[config.mk]
export PLATFORM = sky130hd
export DESIGN_NAME = dmem_port_arbiter
export DESIGN_NICKNAME = d
export VERILOG_FILES = /design/src/rtl/dmem_port_arbiter.sv
export SDC_FILE = /design/constraint.sdc
export NUM_CORES = 1
export LEC_CHECK = 0
export ABC_CLOCK_PERIOD_IN_PS = 3200
export BUFFER_PORTS_ARGS = -buffer_cell sky130_fd_sc_hd__buf_2
export CAP_MARGIN = 20
export CORE_AREA = 3 3 254 256
export CTS_BUF_LIST = sky130_fd_sc_hd__clkbuf_4
export DETAILED_ROUTE_END_ITERATION = 6
export DIE_AREA = 0 0 257 259
export PLACE_DENSITY = 0.57
export SLEW_MARGIN = 20
export SYNTH_ARGS = -nofsm -noshare
export SYNTH_HDL_FRONTEND = slang
export SYNTH_SLANG_ARGS = --single-unit
export TNS_END_PERCENT = 30
[constraint.sdc]
create_clock -name clk -period 3.2 [get_ports clk]
set_input_delay 0.64 -clock clk [delete_from_list [all_inputs] [get_ports clk]]
set_output_delay 0.64 -clock clk [all_outputs]
set_load 0.005 [all_outputs]
[src/rtl/dmem_port_arbiter.sv]
// dmem_port_arbiter: shares one single-port data RAM between CPU, 4-lane vector and VGA fetch; DMEM_ARB_PERF_EN adds perf counters
module dmem_port_arbiter #(
  parameter int LANES = 4,
  parameter int AW = 32,
  parameter int DW = 32
) (
  input  logic                clk,
  input  logic                reset,
  input  logic                cpu_req,
  input  logic                cpu_we,
  input  logic [AW-1:0]       cpu_addr,
  input  logic [DW-1:0]       cpu_wdata,
  output logic [DW-1:0]       cpu_rdata,
  output logic                cpu_ack,
  input  logic                vec_req,
  input  logic                vec_we,
  input  logic [LANES*AW-1:0] vec_addr,
  input  logic [LANES*DW-1:0] vec_wdata,
  output logic [LANES*DW-1:0] vec_rdata,
  output logic                vec_ack,
  input  logic [AW-1:0]       vga_addr,
  output logic [DW-1:0]       vga_rdata,
  output logic                vga_valid,
  output logic                stall,
  output logic                mem_en,
  output logic                mem_we,
  output logic [AW-1:0]       mem_addr,
  output logic [DW-1:0]       mem_wdata,
  input  logic [DW-1:0]       mem_rdata
`ifdef DMEM_ARB_PERF_EN
  ,
  output logic [31:0]         perf_stall_cycles,
  output logic [31:0]         perf_vga_fetches
`endif
);
  localparam int LW = (LANES > 1) ? $clog2(LANES) : 1;
  localparam logic [LW-1:0] LAST = LW'(LANES - 1);
  typedef enum logic [1:0] {GRANT, ISSUE, WAIT} state_t;
  typedef enum logic [1:0] {SRC_CPU, SRC_VEC, SRC_VGA} src_t;
  state_t state_q, state_d;
  src_t src_q, src_d, sel_src;
  logic [LW-1:0] lane_q, lane_d;
  logic mem_en_q, mem_en_d, mem_we_q, mem_we_d;
  logic [AW-1:0] mem_addr_q, mem_addr_d, vga_last_addr_q, vga_last_addr_d, lane_addr;
  logic [DW-1:0] mem_wdata_q, mem_wdata_d, cpu_rdata_q, cpu_rdata_d, vga_rdata_q, vga_rdata_d, lane_wdata;
  logic [LANES*DW-1:0] vec_rdata_q, vec_rdata_d;
  logic cpu_ack_q, cpu_ack_d, vec_ack_q, vec_ack_d, vga_valid_q, vga_valid_d;
  logic vga_pend, vec_busy, cpu_new, vec_new, win;
  assign vga_pend = ~vga_valid_q | (vga_addr != vga_last_addr_q);
  assign vec_busy = lane_q != '0;
  assign cpu_new = cpu_req & ~cpu_ack_q;
  assign vec_new = vec_req & ~vec_ack_q;
  assign win = vga_pend | vec_busy | cpu_new | vec_new;
  assign lane_addr = vec_addr[lane_q*AW +: AW];
  assign lane_wdata = vec_wdata[lane_q*DW +: DW];
  assign sel_src = vga_pend ? SRC_VGA : (vec_busy | ~cpu_new) ? SRC_VEC : SRC_CPU;
  // GRANT picks and registers the winning command; WAIT captures read data into the winner's register
  always_comb begin
    state_d = state_q;
    src_d = src_q;
    lane_d = lane_q;
    mem_en_d = 1'b0;
    mem_we_d = mem_we_q;
    mem_addr_d = mem_addr_q;
    mem_wdata_d = mem_wdata_q;
    cpu_ack_d = 1'b0;
    vec_ack_d = 1'b0;
    cpu_rdata_d = cpu_rdata_q;
    vec_rdata_d = vec_rdata_q;
    vga_rdata_d = vga_rdata_q;
    vga_last_addr_d = vga_last_addr_q;
    vga_valid_d = vga_valid_q;
    case (state_q)
      GRANT: begin
        state_d = win ? ISSUE : GRANT;
        src_d = sel_src;
        mem_en_d = win;
        mem_we_d = win & (sel_src == SRC_CPU ? cpu_we : sel_src == SRC_VEC ? vec_we : 1'b0);
        mem_addr_d = sel_src == SRC_VGA ? vga_addr : sel_src == SRC_CPU ? cpu_addr : lane_addr;
        mem_wdata_d = sel_src == SRC_CPU ? cpu_wdata : lane_wdata;
      end
      ISSUE: state_d = WAIT;
      WAIT: begin
        state_d = GRANT;
        if (src_q == SRC_VGA) begin
          vga_rdata_d = mem_rdata;
          vga_last_addr_d = mem_addr_q;
          vga_valid_d = 1'b1;
        end else if (src_q == SRC_CPU) begin
          cpu_ack_d = 1'b1;
          cpu_rdata_d = mem_we_q ? cpu_rdata_q : mem_rdata;
        end else begin
          if (!mem_we_q) vec_rdata_d[lane_q*DW +: DW] = mem_rdata;
          lane_d = (lane_q == LAST) ? '0 : lane_q + 1'b1;
          vec_ack_d = lane_q == LAST;
        end
      end
      default: state_d = GRANT;
    endcase
  end
  // state and datapath registers; reset abandons any in-flight beat
  always_ff @(posedge clk) begin
    if (reset) begin
      state_q <= GRANT;
      src_q <= SRC_CPU;
      lane_q <= '0;
      mem_en_q <= 1'b0;
      mem_we_q <= 1'b0;
      mem_addr_q <= '0;
      mem_wdata_q <= '0;
      cpu_ack_q <= 1'b0;
      vec_ack_q <= 1'b0;
      cpu_rdata_q <= '0;
      vec_rdata_q <= '0;
      vga_rdata_q <= '0;
      vga_last_addr_q <= '0;
      vga_valid_q <= 1'b0;
    end else begin
      state_q <= state_d;
      src_q <= src_d;
      lane_q <= lane_d;
      mem_en_q <= mem_en_d;
      mem_we_q <= mem_we_d;
      mem_addr_q <= mem_addr_d;
      mem_wdata_q <= mem_wdata_d;
      cpu_ack_q <= cpu_ack_d;
      vec_ack_q <= vec_ack_d;
      cpu_rdata_q <= cpu_rdata_d;
      vec_rdata_q <= vec_rdata_d;
      vga_rdata_q <= vga_rdata_d;
      vga_last_addr_q <= vga_last_addr_d;
      vga_valid_q <= vga_valid_d;
    end
  end
  assign cpu_rdata = cpu_rdata_q;
  assign cpu_ack = cpu_ack_q;
  assign vec_rdata = vec_rdata_q;
  assign vec_ack = vec_ack_q;
  assign vga_rdata = vga_rdata_q;
  assign vga_valid = vga_valid_q & (vga_addr == vga_last_addr_q);
  assign stall = (cpu_req & ~cpu_ack_q) | (vec_req & ~vec_ack_q);
  assign mem_en = mem_en_q;
  assign mem_we = mem_we_q;
  assign mem_addr = mem_addr_q;
  assign mem_wdata = mem_wdata_q;
`ifdef DMEM_ARB_PERF_EN
  logic [31:0] perf_stall_q, perf_stall_d, perf_vga_q, perf_vga_d;
  // saturating event counters
  always_comb begin
    perf_stall_d = perf_stall_q + {31'd0, stall & ~&perf_stall_q};
    perf_vga_d = perf_vga_q + {31'd0, (state_q == GRANT) & vga_pend & ~&perf_vga_q};
  end
  // counter registers
  always_ff @(posedge clk) begin
    if (reset) begin
      perf_stall_q <= '0;
      perf_vga_q <= '0;
    end else begin
      perf_stall_q <= perf_stall_d;
      perf_vga_q <= perf_vga_d;
    end
  end
  assign perf_stall_cycles = perf_stall_q;
  assign perf_vga_fetches = perf_vga_q;
`endif
endmodule

==> reports/qor.csv <==
metric,value,unit
status,"finished, final reports clean",
gpl congestion,0.8414,
M1 wire length,26150,um
cell area after synthesis,14630,sq um
DRT iter0 DRCs,965,
Synth-to-Final Area Change,34.69,%
CP max stage delay,0.42,ns
"Reg clk slew, reported paths",0.06,ns
initial antenna violation count,7,
slowest cell on the critical path,or3_1,
Startpoint Class,flip-flop,
xor and xnor area share after synthesis,0.01736,
"top cells by count, synth","nand2_1, dfxtp_1, a21oi_1",
die area,66560,sq um
asr flop ratio synth,0,
final hold viol count,0,
worst-path fanout max,2,
Slew HR,0.3107,
Final Slew Violations,0,
Worst Path Required,2.56,ns
clock tree root buffer cell,clkbuf_4,
wire length on met3,4019,um
"area leader, netlist",dfxtp_1,
ys flop type,dfxtp_1,
max cap viols,0,
post-synthesis sequential area ratio,0.4091,
vias in the first global route,14833,
LEAKAGE,8.281,nW
Worst Hold Class,input port to flip-flop,
core area,62740,sq um
FMAX,344.0,MHz
syn nets,2043,
Peak VDD IR,0.2428,mV
setup tns final,0,ns
via count,15174,
Routed WL,61720,um
Post-synth EDFFs,0,
all-layer global routing usage,0.1767,
RSZ-0062 raised after global routing,false,
Post-DP HPWL,44210,um
Cell variety after synth,45,
warnings from Yosys,0,
First-pass DRT Iterations,5,
grt total ovfl,0,
largest net degree at the start of global routing,184,
"top cells by area, synth","dfxtp_1, mux4_2, nand2_1",
Synth Area in Simple Gates,0.2213,
CTS tree,yes,
share of post-route cells with drive strength above 1,0.4177,
TritonCTS sink count,299,
PortBufs,651,
Final #Nets,2658,
Syn Area/Cell,8.885,sq um
kind of end point of the critical path,primary output,
top-area cell type share of the netlist area,0.4091,
Worst Max-Slew Pin Slew,1.034,ns
io pins,652,
post-synthesis mux area share,0.1218,
Initial Util,0.2332,
clk_skew,0.04444,ns
count of final setup violators,0,
Routed WL per cell,19.43,um
largest family of logic cells by synthesized area,simple AND/OR/NAND/NOR gates,
post-route ant nets,0,
DIE HEIGHT,259,um
Setup CP Type,flip-flop to primary output,
post-synthesis cell count,1647,
WP data arrival,2.27,ns
Residual DRC,0,
Hold WS,0.1558,ns
vias per cell,4.776,
"FF+latch count, synth",299,
final worst setup slack,0.2931,ns
Synth Area in Adders,0.005130,
final period utilization,0.9084,
Setup WS pre-CTS,0.4557,ns
P per Cell Area,430.5,nW/um^2
H-Tree Depth,3,
die width,257,um
cts bufs inserted,87,
Tmin final,2.907,ns
Synth Area in Compound Gates,0.1684,
row count,92,
post-CTS setup buffer count,0,
clk_lat worst skew,0.77,ns
Longest Clk Path Bufs,3,
crit-path cells,xnor2_1 -> buf_4 -> nand2_1 -> or3_1 -> nor3_2 -> buf_2,
Routed met2 length,29640,um
first-pass GRT wire length,91520,um
highest metal used,met5,
"count leader, synth",nand2_1,
==> through the flow <==
step                      cell area (sq um)  total power, mW  std cells  utilization
after global placement                18640            5.088       3019       0.2971
after detailed placement              18640            5.094       3019       0.2971
after global routing                  19700            8.943       3173       0.3140
final                                 19710            8.485       3177       0.3142
after CTS                             19690            8.651       3168       0.3138
after floorplan                       14630            4.489       1647            -
==> report_power, final <==
part	total (mW)	switching (mW)	internal (mW)
combinational	1.10	0.610	0.494
sequential	3.90	0.0756	3.83
clock	3.48	1.71	1.77
==> critical path: cells and delay by family, from the launching register on <==
kind	cells	cell delay, ns
simple gates	3	0.67
flops	1	0.32
buf+inv	2	0.32
xor+xnor	1	0.20
==> cell families after synthesis <==
family | after synthesis
AO/OA/AOI/OAI | 361
XOR/XNOR | 29
adder cells (fa/ha/maj) | 6
buffers and inverters | 170
flip-flops | 299
multiplexers | 98
AND/OR/NAND/NOR | 684
==> repair_timing <==
action	4_1_cts	5_1_grt
gates resized for setup	1	0
hold buffers	0	0
hold endpoints to repair	0	0
setup endpoints to repair	1	1
pin swaps	0	1
==> layout by cell type (no fill, tap or decap), types with 5 or more instances in the layout <==
cell type    n
nand3b_1    65
nand2b_1     8
o21bai_1    32
ha_1         6
and2_1       5
nor2_1      69
nor4_1      13
clkinv_2     6
dfxtp_1    297
nand4_1     36
mux4_2      64
clkbuf_4   123
o211ai_2    28
xor2_1      27
a311oi_1    32
buf_2      650
a211oi_2    30
buf_12      10
buf_4       32
nand3_1    133
diode_2      9
nand2_1    328
clkinv_1    14
mux2i_1     34
a21oi_1    230
==> final timing paths <==
check	cells past startpoint	startpoint	end	slack, ns
worst max-delay path	6	vga_last_addr_q[30]	vga_valid	0.29
worst max register to register	5	lane_q[0]	mem_wdata[4]	0.82
worst min register to register	2	vec_rdata[91]	vec_rdata[91]	0.45
worst min-delay path	3	mem_rdata[17]	cpu_rdata[17]	0.16
==> final cells by class <==
type	count	area (sq um)
clock buffers	123	923.4
repair buffers	693	3709
inverters	3	11.26
multi-input cells	1178	7875
well taps	846	1059
diodes	9	22.52
clock inverters	26	116.4
flip-flops and latches	299	5993
fillers	6765	43030
==> per-layer routing <==
metal | global-route usage | vias up
met5 | 0 | -
li1 | - | 7180
met2 | 0.2932 | 605
met4 | 0.06346 | 4
met1 | 0.2240 | 7280
met3 | 0.04165 | 105
==> state kept, by name, summed over array words and instances (netlist names) <==
signal / count
vec_rdata: 128
cpu_rdata: 32
mem_addr: 32
mem_wdata: 32
vga_last_addr_q: 32
vga_rdata: 32
lane_q: 2
src_q: 2
state_q: 2
cpu_ack: 1
mem_en: 1
mem_we: 1
vec_ack: 1
vga_valid_q: 1
No activity file was read; power rests on OpenSTA's default activity.
